`config.mk`:
```
export PLATFORM = sky130hd
export DESIGN_NAME = program_loader
export DESIGN_NICKNAME = d
export VERILOG_FILES = /design/src/rtl/program_loader.sv
export SDC_FILE = /design/constraint.sdc
export NUM_CORES = 1
export LEC_CHECK = 0
export CORE_ASPECT_RATIO = 1.2
export CORE_UTILIZATION = 42
export CTS_CLUSTER_SIZE = 8
export DETAILED_ROUTE_END_ITERATION = 12
export PLACE_DENSITY = 0.73
export SLEW_MARGIN = 5
export SYNTH_ARGS = -nofsm -noshare
export SYNTH_HDL_FRONTEND = slang
export SYNTH_SLANG_ARGS = --single-unit
```
`constraint.sdc`:
```
create_clock -name i_clk -period 3.3 [get_ports i_clk]
set_input_delay 0.66 -clock i_clk [delete_from_list [all_inputs] [get_ports i_clk]]
set_output_delay 0.66 -clock i_clk [all_outputs]
set_load 0.03 [all_outputs]
```
`src/rtl/program_loader.sv`:
```
// program_loader: streams DEPTH bytes over valid/ready into the program RAM, tracking count and checksum.
// Optional read-back verify pass when PROGRAM_LOADER_VERIFY_EN is defined; all outputs registered.
module program_loader #(
  parameter int ADDR_W = 4,
  parameter int DATA_W = 8,
  parameter int DEPTH  = 16
) (
  input  logic              i_clk,
  input  logic              i_rst_n,
  input  logic              i_start,
  input  logic              i_abort,
  input  logic              i_byte_valid,
  input  logic [DATA_W-1:0] i_byte,
  output logic              o_byte_ready,
  input  logic [DATA_W-1:0] i_data,
  output logic              o_program_mode,
  output logic [ADDR_W-1:0] o_address,
  output logic [DATA_W-1:0] o_data_program,
  output logic              o_write_enable,
  output logic              o_read_enable,
  output logic              o_busy,
  output logic              o_done,
  output logic              o_error,
  output logic [ADDR_W:0]   o_count,
  output logic [DATA_W-1:0] o_checksum
);

  typedef enum logic [2:0] {
    S_IDLE,
    S_ACCEPT,
    S_WRITE,
    S_VREAD,
    S_DONE
  } state_t;

  localparam logic [ADDR_W-1:0] LAST_ADDR = ADDR_W'(DEPTH - 1);
  localparam logic [ADDR_W-1:0] ADDR_ONE  = ADDR_W'(1);
  localparam logic [ADDR_W:0]   CNT_ONE   = (ADDR_W + 1)'(1);

  state_t              state_q;
  logic [ADDR_W-1:0]   addr_q;
  logic [DATA_W-1:0]   data_q;
  logic [ADDR_W:0]     count_q;
  logic [DATA_W-1:0]   csum_q;
  logic                pm_q;
  logic                rdy_q;
  logic                we_q;
  logic                busy_q;
  logic                done_q;
  logic                err_q;

`ifdef PROGRAM_LOADER_VERIFY_EN
  logic                re_q;
  logic [DATA_W-1:0]   vsum_q;
  logic [DATA_W-1:0]   vsum_d;

  assign vsum_d = vsum_q + i_data;
`else
  logic unused_rdata;

  assign unused_rdata = ^i_data;
`endif

  always_ff @(posedge i_clk) begin
    if (!i_rst_n) begin
      state_q <= S_IDLE;
      addr_q  <= '0;
      data_q  <= '0;
      count_q <= '0;
      csum_q  <= '0;
      pm_q    <= 1'b0;
      rdy_q   <= 1'b0;
      we_q    <= 1'b0;
      busy_q  <= 1'b0;
      done_q  <= 1'b0;
      err_q   <= 1'b0;
`ifdef PROGRAM_LOADER_VERIFY_EN
      re_q    <= 1'b0;
      vsum_q  <= '0;
`endif
    end else begin
      case (state_q)
        S_IDLE, S_DONE: begin
          // A simultaneous abort suppresses the start.
          if (i_start && !i_abort) begin
            state_q <= S_ACCEPT;
            addr_q  <= '0;
            count_q <= '0;
            csum_q  <= '0;
            done_q  <= 1'b0;
            err_q   <= 1'b0;
            busy_q  <= 1'b1;
            pm_q    <= 1'b1;
            rdy_q   <= 1'b1;
          end
        end

        S_ACCEPT: begin
          if (i_abort) begin
            state_q <= S_IDLE;
            err_q   <= 1'b1;
            busy_q  <= 1'b0;
            pm_q    <= 1'b0;
            rdy_q   <= 1'b0;
          end else if (i_byte_valid) begin
            state_q <= S_WRITE;
            data_q  <= i_byte;
            csum_q  <= csum_q + i_byte;
            rdy_q   <= 1'b0;
            we_q    <= 1'b1;
          end
        end

        S_WRITE: begin
          // The strobe was asserted this cycle, so the byte counts even on abort.
          count_q <= count_q + CNT_ONE;
          we_q    <= 1'b0;
          if (i_abort) begin
            state_q <= S_IDLE;
            err_q   <= 1'b1;
            busy_q  <= 1'b0;
            pm_q    <= 1'b0;
          end else if (addr_q == LAST_ADDR) begin
`ifdef PROGRAM_LOADER_VERIFY_EN
            state_q <= S_VREAD;
            addr_q  <= '0;
            pm_q    <= 1'b0;
            re_q    <= 1'b1;
            vsum_q  <= '0;
`else
            state_q <= S_DONE;
            done_q  <= 1'b1;
            busy_q  <= 1'b0;
            pm_q    <= 1'b0;
`endif
          end else begin
            state_q <= S_ACCEPT;
            addr_q  <= addr_q + ADDR_ONE;
            rdy_q   <= 1'b1;
          end
        end

`ifdef PROGRAM_LOADER_VERIFY_EN
        S_VREAD: begin
          vsum_q <= vsum_d;
          if (i_abort) begin
            state_q <= S_IDLE;
            err_q   <= 1'b1;
            busy_q  <= 1'b0;
            re_q    <= 1'b0;
          end else if (addr_q == LAST_ADDR) begin
            state_q <= S_DONE;
            re_q    <= 1'b0;
            done_q  <= 1'b1;
            busy_q  <= 1'b0;
            err_q   <= (vsum_d != csum_q);
          end else begin
            addr_q <= addr_q + ADDR_ONE;
          end
        end
`endif

        default: state_q <= S_IDLE;
      endcase
    end
  end

  assign o_program_mode = pm_q;
  assign o_byte_ready   = rdy_q;
  assign o_address      = addr_q;
  assign o_data_program = data_q;
  assign o_write_enable = we_q;
  assign o_busy         = busy_q;
  assign o_done         = done_q;
  assign o_error        = err_q;
  assign o_count        = count_q;
  assign o_checksum     = csum_q;
`ifdef PROGRAM_LOADER_VERIFY_EN
  assign o_read_enable  = re_q;
`else
  assign o_read_enable  = 1'b0;
`endif

endmodule

```
# After elaboration in Yosys (flattened, before gate mapping)

Cells that the tools add are included.

Add/sub/neg operators: 3
Eq/ne operators: 14
Muxes and demuxes: 35
Bitwise gates (word level): 1
Reduce and logical (&&, ||, !) cells: 20

Operators with widths:

| cell                | count |
|---|---|
| $mux 8              | 3 |
| $pmux 8 s2          | 1 |
| $reduce_and 4->1    | 4 |
| $mux 3              | 5 |
| $mux 1              | 14 |
| $ne 2x2->1 const B  | 7 |
| $mux 4              | 3 |
| $pmux 5 s2          | 1 |
| $pmux 3 s3          | 1 |
| $reduce_and 3->1    | 3 |
| $add 8x8->8         | 1 |
| $pmux 4 s2          | 1 |
| $reduce_bool 2->1   | 4 |
| $ne 3x3->1 const B  | 2 |
| $pmux 1 s2          | 3 |
| $pmux 1 s3          | 2 |
| $add 5x1->5 const B | 1 |
| $mux 5              | 1 |
| $reduce_and 5->1    | 1 |
| $add 4x1->4 const B | 1 |
| $eq 4x4->1 const B  | 1 |
| $reduce_and 2->1    | 2 |
| $reduce_or 2->1     | 2 |
| $eq 3x1->1 const B  | 1 |
| other kinds (8)     | 8 |

Register bits after elaboration: 33
Input port bits: 21
Output and inout bits: 32

# Logic depth before layout (Yosys ltp)

Depth after elaboration: 4
Mapped depth: 8

# Worst setup path before layout

Ideal clock, no wire load.

Path kind: input -> register
Start: input i_byte[0]
End: register csum_q[6], in the netlist o_checksum[6]
Setup time: 0.117 ns
Arrival time: 2.114 ns
Required time: 3.183 ns
Slack: 1.069 ns
Cell stages on the path: 8
Buffers on the path: 0
Path through: ha_1 fa_1 a21o_1 a21oi_1 o21bai_1 a21oi_1 xnor2_1 a22o_1

Cells in the longest elaborated chain, start to end: 4

RTL lines:

| what                 | RTL line | text |
|---|---|---|
| start, declared      | 13       | `input logic [DATA_W-1:0] i_byte,` |
| $add 8x8->8          | 108      | `csum_q <= csum_q + i_byte;` |
| $mux 8               | 105      | `end else if (i_byte_valid) begin` |
| $mux 8               | 99       | `if (i_abort) begin` |
| $pmux 8 s2           | 82       | `case (state_q)` |
| end signal, assigned | 108      |  |
| end, declared        | 44       | `logic [DATA_W-1:0] csum_q;` |

No other way between the ends. The select of a mux whose other input is x is not followed.
A chain may end at the register's enable or synchronous reset.

# Worst setup path after layout

Same ends and word-level chain as after synthesis.

==> run summary <==
Static timing analysis puts the maximum clock frequency at roughly 400 MHz. The sequential cell area came out at approximately 660 um^2. Entering global routing, the biggest net connects 17 pins.

The wire length reported by the detailed router came out at between 3 and 4 mm. The total of buffers placed on input and output ports is 43. The top cell type's share of synthesized area is a little under two fifths.

The worst path arrival time came out at roughly 2.7 ns. Setup repair after global routing left no endpoint under its margin. The max-slew violation count is 0. The post-CTS setup repair buffer count came out at 0. In the post-synthesis netlist, the cell with the most instances is dfxtp_1. The chip width is about 61 um. The met3 usage in global routing came out at roughly 5.5%. The worst path needs about 2.5 ns of the cycle, external delays included. Across every metal layer, demand over resource in global routing totals slightly below 20%. In the final layout, the multi-input gates occupy 1000 um^2. The overall via count from detail_route is 1583. The register-to-register setup slack came out at 1.20 ns. Power spread over the standard cell area amounts to slightly below 400 nW/um^2. Internal power comes to about 0.7 mW. The clock root buffer is clkbuf_8.

The proportion of synthesized chip area in sequential cells is 37.8%. The maximum vdd ir drop came out at 0.000334 V. In the routed layout, each cell is associated on average with a via count of about 5.2.

The overall power came out at approximately 0.9 mW. By startpoint and endpoint, the worst setup path is classified as in -> reg. The total buffers and inverters traversed by the critical path is 1. The max-slew headroom at the worst pin is about half. The clock network power share came out at 43.2%.

The number of rows created at floorplan came out at 25. The starting utilization of the core area came out at 44.0%. The worst hold path belongs to the class reg -> reg. The number of violations of the max-capacitance limit came out at 0. The share of the clock period used by the worst path came out at about three quarters. The most frequently used flop master after synthesis is dfxtp_1. The number of distinct library cells after synthesis came out at 40.

The largest individual stage delay along the critical path comes from the cell clkdlybuf4s50_1. The number of antenna violations at the first check in global routing is 0. Of all cell types, the one taking the most synthesized area is dfxtp_1. In the synthesized netlist the async set-or-reset flop fraction comes to 0%. The clock edge transition at the registers on the reported setup and hold paths is 0.07 ns. The DRC marker count from the first detailed-route iteration is 79. The die covers between 4000 and 5000 um^2. Per report_power, the combinational group accounts for a little under an eighth of the total. The total negative slack for setup checks came out at 0 ns. The net switching component of the power is 0.210 mW.

The clock reaches the later pin of the worst-skew pair after 0.29 ns. Among cell families on the critical path, the largest total delay comes from compound AO/OA/AOI/OAI gates. The worst setup path is launched from an input port. The global-route wire length before repair is around 6.4 mm. The met1 track demand over resource came out at 24.2%. The floorplan core area came out at slightly below 4000 um^2. Counting the fill cells in the layout gives ~370.

The area added between synthesis and finish came out at 32.1%. The post-layout utilization of the core is around three fifths. TritonCTS built the clock tree. The number of remaining DRC errors came out at 0. Data on the critical path is required at its endpoint by about 3.5 ns.

Routability-driven placement finished with a final weighted congestion of around 0.79. In this run the static leakage power is roughly 0.9 nW. The total number of clock tree sinks came out at 33. Excluding fillers, the count of instances in the completed layout stands at 303. Setup violations remaining at the end of the flow were counted as 0. In the post-synthesis netlist, the biggest area contributors are dfxtp_1 (38%), ha_1 (6.4%), nand2_1 (5.2%). The setup clock skew after layout came out at approximately 0.0065 ns. The synthesis warning total is 0. The first TritonRoute pass finished after 4 iterations.

The antenna violation net count after detailed routing is 0. The detailed placer's ending HPWL is 2.71 mm. The count of hold-fix buffers inserted at cts is 0. The global routing stage identified its most utilized layer as met2.

The post-layout instance area came out at about 2300 um^2. The switching share of power is approximately 23%. Counting stages on the worst path, the most repeated cell is a21oi_1. The number of hold violations in the final report came out at 0.

The part of the total power dissipated in sequential elements is a little under half. The via count of the first global-routing pass came out at 1397. The area of the mapped netlist is 1750 um^2. The number of register bits inferred by synthesis came out at 33. The number of enable-type register cells in the synthesized netlist is 0.

The total number of nets in the final design came out at ~280. TritonCTS created 5 clock buffers. In the synthesized netlist, the number of instances is roughly 210. The die is 72.7 um tall.

The met2 track utilization from global routing is a little under a third. The average wire per standard cell came out at roughly 12 um. The post-cts sizing count is 0. The measured slew at the worst slew-check pin is approximately 0.76 ns. The boundary pin count is 53. The critical path's largest stage delay came out at about 0.44 ns.

When the netlist entered floorplanning its net count stood at about 240. For this run the aggregate overflow at the end of global routing stands at 0. The run finished with clean final reports. Of all nets on the critical path, the largest fanout is 3. Traced cell by cell, the critical path runs through clkdlybuf4s50_1, ha_1, fa_1, a21o_1, a21oi_1, o21bai_1, a21oi_1, xnor2_1, a22o_1.

The synthesized area divided by synthesized cell count came out at between 8 and 9 um^2. The number of inserted diodes came out at 0. The count of H-tree levels built during CTS came out at 2. Summing all placed instances gives a cell area of between 2000 and 2500 um^2. STA classifies the critical path endpoint as a flip-flop.

The post-route netlist has about 4.4% of its cells at a drive strength greater than 1. Sorting the synthesized cells by how often they occur yields dfxtp_1 (33), nand2_1 (24), o21ai_0 (16), a21oi_1 (15), a21boi_0 (11). The number of cells after detailed placement is approximately 300. The clock passes through at most 2 buffers.
==> kinds of logic (layout without fill, tap and decap cells) <==
kind of cell,Yosys count,in the layout,synth area share (%)
muxes,2,2,1.22
AOI/OAI and AO/OA,65,65,23.9
buffers and inverters,17,58,5.01
DFF,33,33,37.8
other,1,1,0.215
xor gates and xnor gates,5,5,2.51
adders and majority gates,10,10,7.59
and+or+nand+nor,75,75,21.8
==> power groups by stage <==
| stage | Combinational (mW) | Clock, mW | Sequential (mW) |
|---|---|---|---|
| after CTS | 0.106 | 0.402 | 0.412 |
| after floorplan | 0.0574 | 0 | 0.430 |
| final | 0.105 | 0.393 | 0.412 |
| after global routing | 0.116 | 0.421 | 0.412 |
| after detailed placement | 0.105 | 0 | 0.421 |
| after global placement | 0.104 | 0 | 0.420 |
==> flip-flops by register name, summed over array words and instances, names as in the netlist <==
register,count
state_q,3
o_busy,1
o_address,4
o_data_program,8
o_done,1
o_error,1
o_write_enable,1
o_byte_ready,1
o_checksum,8
o_count,5
==> layout by cell type, fill, tap and decap left out, drive strengths merged, types with 7 or more instances in the layout <==
master,count
nand2,24
and2,7
o21ai,16
a21oi,15
clkbuf,7
nor2b,9
dfxtp,33
clkdlybuf4s50,43
a21boi,12
ha,9
nor2,10
==> final cells by class <==
cell class | instances | area share (%)
Inverter | 5 | 0.813
Multi-Input combinational cell | 158 | 43.3
Clock buffer | 7 | 3.74
Tap cell | 54 | 2.93
Timing Repair Buffer | 45 | 19.3
Sequential cell | 33 | 28.6
Clock inverter | 1 | 1.30
==> layer usage <==
metal,routed length [um],vias to the layer above
li1,-,812
met1,1710,730
met2,1760,34
met3,182,7
met4,75,0
met5,0,-
==> final timing paths <==
path	start	endpoint	cells after the start
min reg2reg	o_count[4]	o_count[4]	1
min	o_count[4]	o_count[4]	1
max	i_byte[0]	o_checksum[6]	9
max reg2reg	o_address[0]	o_address[3]	6
==> through the flow <==
stage / setup slack [ns] / hold slack (ns)
after global placement: 0.496 / 0.437
after floorplan: 1.07 / 0.573
after detailed placement: 0.499 / 0.442
after CTS: 0.797 / 0.455
after global routing: 0.669 / 0.468
final: 0.789 / 0.449
(Power assumes the default switching activity.)
